$ cat src/rtl/sync_fifo.sv
// Single-clock FIFO with extra-MSB pointers for full/empty distinction and
// a combinational head output.
`timescale 1ns/1ps
module sync_fifo #(
    parameter int WIDTH = 8,
    parameter int DEPTH = 4
) (
    input  logic             clk,
    input  logic             rst_n,
    input  logic             push,
    input  logic             pop,
    input  logic [WIDTH-1:0] din,
    output logic [WIDTH-1:0] dout,
    output logic             full,
    output logic             empty
);

    localparam int AW = $clog2(DEPTH);
    localparam logic [AW:0] PTR_ONE = {{AW{1'b0}}, 1'b1};

    logic [AW:0]      r_wr_ptr;
    logic [AW:0]      r_rd_ptr;
    logic [WIDTH-1:0] r_mem [DEPTH];
    logic             w_push_ok;
    logic             w_pop_ok;

    assign full  = (r_wr_ptr[AW] != r_rd_ptr[AW]) &&
                   (r_wr_ptr[AW-1:0] == r_rd_ptr[AW-1:0]);
    assign empty = (r_wr_ptr == r_rd_ptr);

    // Full blocks a push even when a pop happens in the same cycle.
    assign w_push_ok = push && !full;
    assign w_pop_ok  = pop && !empty;

    always_ff @(posedge clk or negedge rst_n) begin
        if (!rst_n) begin
            r_wr_ptr <= '0;
            r_rd_ptr <= '0;
        end else begin
            if (w_push_ok) r_wr_ptr <= r_wr_ptr + PTR_ONE;
            if (w_pop_ok)  r_rd_ptr <= r_rd_ptr + PTR_ONE;
        end
    end

    always_ff @(posedge clk) begin
        if (w_push_ok) r_mem[r_wr_ptr[AW-1:0]] <= din;
    end

    assign dout = r_mem[r_rd_ptr[AW-1:0]];

endmodule

$ cat config.mk
export PLATFORM = sky130hd
export DESIGN_NAME = sync_fifo
export DESIGN_NICKNAME = d
export VERILOG_FILES = /design/src/rtl/sync_fifo.sv
export SDC_FILE = /design/constraint.sdc
export NUM_CORES = 1
export LEC_CHECK = 0
export ABC_AREA = 1
export BUFFER_PORTS_ARGS = -buffer_cell sky130_fd_sc_hd__buf_2
export CORE_ASPECT_RATIO = 1.25
export CORE_MARGIN = 2
export CORE_UTILIZATION = 60
export DETAILED_ROUTE_END_ITERATION = 10
export GPL_TIMING_DRIVEN = 0
export PLACE_DENSITY_LB_ADDON = 0.08
export SLEW_MARGIN = 25
export SYNTH_ARGS = -nofsm -noshare
export SYNTH_HDL_FRONTEND = slang
export SYNTH_SLANG_ARGS = --single-unit
$ cat constraint.sdc
create_clock -name clk -period 3.57 [get_ports clk]
set_clock_uncertainty 0.1 [all_clocks]
set_input_delay 0.5355 -clock clk [delete_from_list [all_inputs] [get_ports clk]]
set_output_delay 0.5355 -clock clk [all_outputs]
set_load 0.01 [all_outputs]
==> run summary <==
The number of nets handed over by synthesis was between 150 and 200. The overall global routing resource usage came out at between 20% and 30%. The number of detailed-route iterations in the first pass came out at 4. The deepest clock path buffer count came out at 2. The critical path launch point type is a flop. The total congestion overflow is 0. The sink count of the clock tree is 38.

Headroom to the max-slew limit came out at 51.2%. The number of antenna violations at the first check in global routing is 0. Measured along the x axis, the die boundary spans between 50 and 60 um. The final layout contains routed wiring with a total length of approximately 2.9 mm. The ratio of final minimum period to clock period is between 60 and 70%.

The net count reported at finish came out at around 180. The routed length per instance is 14.5 um. Measured in cells, the most critical reg-to-reg path has a length of 7. The total power divided by cell area is 816 nW/um2.

The number of antenna diodes is 0. The number of input and output port buffers inserted came out at 21. The count of cells resized by post-cts repair came out at 0. The total vias in the final route came out at ~1,100. Counting the fill cells in the layout gives between 150 and 200. The worst setup path is captured at an output port.

Static timing analysis puts the maximum clock frequency at 434 MHz. The net switching component of the power is about 0.00060 W. The synthesis warning total is 0. The clock share of power came out at around 13%. The worst hold path endpoint is r_mem[3][3]. The synthesis-stage register bit count came out at 38.

The run finished with clean final reports. In this run switching power makes up approximately two fifths of total power. The analysis attributes to cell leakage a power of between 0.7 and 0.8 nW. In this run the most critical hold path is launched from din[3]. The clock-pin slew reported for the worst setup and hold paths after clock tree synthesis is 0.10 ns. The total half-perimeter wirelength after legalization and detailed placement is between 2 and 2.5 mm. The number of global-route vias before repair is 1,101. The max-capacitance violation count is 0. After routing, the total negative slack on setup checks comes to 0 ns.

Buffers inserted during clock tree synthesis total 5. The data arrival time at the worst-slack endpoint came out at between 1.5 and 2 ns. The capturing point of the worst reg2reg path is r_mem[1][4]. The deepest level of the CTS H-tree is 2. The region available for standard cell placement spans ~2700 um2. For this run, design rule violations remaining after detail routing come to 0. The signed area change from the synthesized netlist to the final layout came out at 12.3%. The final estimated routing congestion in global placement is 0.731. The netlist area before placement is approximately 1600 um2. The floorplan step defined a die boundary enclosing approximately 3200 um2. The fraction of layout instances using a drive strength above 1 is roughly 23%. The utilization of the core after routing is roughly 70%. The vertical die dimension came out at around 63 um. The worst path needs between 2 and 2.5 ns of the cycle, external delays included. The root buffer cell is clkbuf_4.

Data on the critical path is required at its endpoint by around 2.9 ns. The internal power of the cells is roughly 0.0009 W. Setup repair after global routing left no endpoint under its margin.

TritonCTS built the clock tree. 22 I/O pins were placed. For the worst-skew pair, the clock arrives at the later sink with an insertion delay of about 0.33 ns. The wire length of the first global-routing pass is between 4 and 5 mm. The final count of negative-setup-slack endpoints came out at 0.

The power share of the combinational group came out at between 40% and 50%. The worst-path maximum fanout is 10. Once the floorplan was initialized, standard cells occupied approximately 62% of the core.

After detailed routing, the number of vias per cell comes to about 5.3. Along the worst hold path, the cell count comes to 1. The worst reg-to-reg setup slack came out at ~1.6 ns.

The largest net degree at the start of global routing came out at 11. The critical path is of the flop to output port type. The count of endpoints failing hold in the final timing report came out at 0.

The launching instance or port of the critical path is r_rd_ptr[1]. The sequential share of power came out at 43.3%. A synthesized cell averages 11.9 um2. The number of DRC markers in iteration 0 came out at 24. The number of routed nets with antenna violations is 0. The final count of pins violating max slew is 0. The synthesized instance count is 138. The actual slew at the worst max-slew pin is roughly 0.73 ns. The launch point of the worst reg-to-reg path is r_rd_ptr[0]. The proportion of synthesized chip area in sequential cells came out at between 60% and 70%. Yosys mapped the design onto 19 distinct sky130hd cell types. The number of placement rows is 21. The min-delay analysis places its worst path in the category input port to flop. The worst IR drop on VDD came out at between 0.4 and 0.5 mV.
==> routing by layer <==
metal  global-route usage [%]  wire length [um]
met3                     4.07               166
met1                     20.9              1040
met2                     38.8              1630
met4                     15.5                78
met5                        0                 0
==> critical path, cell delays in order (launching register included) <==
cell and delay (ns):
dfrtp_1 0.43, buf_2 0.21, inv_1 0.23, o21ai_0 0.16, o22ai_1 0.16, buf_2 0.16
==> synthesized netlist by cell type, drive strengths merged <==
| cell | number | area share, % |
|---|---|---|
| xor2 | 1 | 0.53 |
| inv | 13 | 3.1 |
| nor2 | 19 | 4.3 |
| edfxtp | 32 | 58 |
| nand3 | 8 | 3.5 |
| nand2 | 25 | 6.9 |
| o22ai | 8 | 3.0 |
| buf | 4 | 1.6 |
| o21ai | 16 | 4.9 |
| dfrtp | 6 | 9.1 |
| ha | 5 | 3.8 |
| xnor2 | 1 | 0.99 |
==> per-stage QoR <==
| stage | area, um2 | total power, W | worst slack, ns | hold WS, ns | instances |
|---|---|---|---|---|---|
| 2_1_floorplan | 1650 | 0.00112 | 1.90 | 0.140 | 138 |
| 3_3_place_gp | 1800 | 0.00131 | 1.58 | 0.263 | 193 |
| 3_5_place_dp | 1800 | 0.00134 | 1.57 | 0.266 | 193 |
| 4_1_cts | 1850 | 0.00153 | 1.24 | 0.294 | 201 |
| 5_1_grt | 1850 | 0.00163 | 1.16 | 0.300 | 201 |
| 6_report | 1850 | 0.00151 | 1.26 | 0.308 | 201 |
==> flip-flops by register name (all words and copies together), names as in the netlist <==
signal / flops
r_mem: 32
r_wr_ptr: 3
r_rd_ptr: 3
==> worst max path at each step <==
stage,slack (ns),cells after the start,to
after floorplan,1.90,5,dout[0]
after global placement,1.58,7,r_mem[0][5]
after global routing,1.16,5,dout[2]
final,1.26,5,dout[2]
after CTS,1.24,6,dout[2]
after detailed placement,1.57,7,r_mem[2][5]
==> power by group through the flow <==
stage | Sequential (W) | Clock (W) | Combinational (W)
6_report | 0.000654 | 0.000193 | 0.000665
5_1_grt | 0.000665 | 0.000220 | 0.000742
4_1_cts | 0.000654 | 0.000199 | 0.000674
3_5_place_dp | 0.000664 | 0 | 0.000672
3_3_place_gp | 0.000660 | 0 | 0.000646
2_1_floorplan | 0.000651 | 0 | 0.000468
==> cells in the final DEF (no fill, tap or decap), drive strengths merged <==
cell type and count:
dlygate4sd3 1, buf 25, inv 13, nand2 25
nor2 19, dfrtp 6, xnor2 1, o21ai 16
o22ai 8, edfxtp 32, ha 5, xor2 1
nand3 8, clkbuf 7
==> final cells by class <==
class                           count  area, um2  share of cell area, %
Multi-Input combinational cell     83        460                   24.9
Sequential cell                    38       1110                   60.0
Inverter                           13       51.3                   2.77
Buffer                              4       26.3                   1.42
Timing Repair Buffer               22        115                   6.22
Tap cell                           34       42.5                   2.30
Clock buffer                        7       45.0                   2.43
==> cell families after synthesis <==
kind of cell             after synthesis  share of synthesized area, %
buffers and inverters                 17                          4.70
AO/OA/AOI/OAI                         24                          7.89
adder cells (fa/ha/maj)                5                          3.79
flip-flops                            38                          67.4
AND/OR/NAND/NOR                       52                          14.7
XOR/XNOR                               2                          1.52
==> what timing repair did <==
| item | CTS | global route |
|---|---|---|
| hold endpoints to repair | 6 | 0 |
| buffers inserted | 0 | 0 |
| hold buffers | 1 | 0 |
Note: power is estimated with default switching activity, not from simulation.
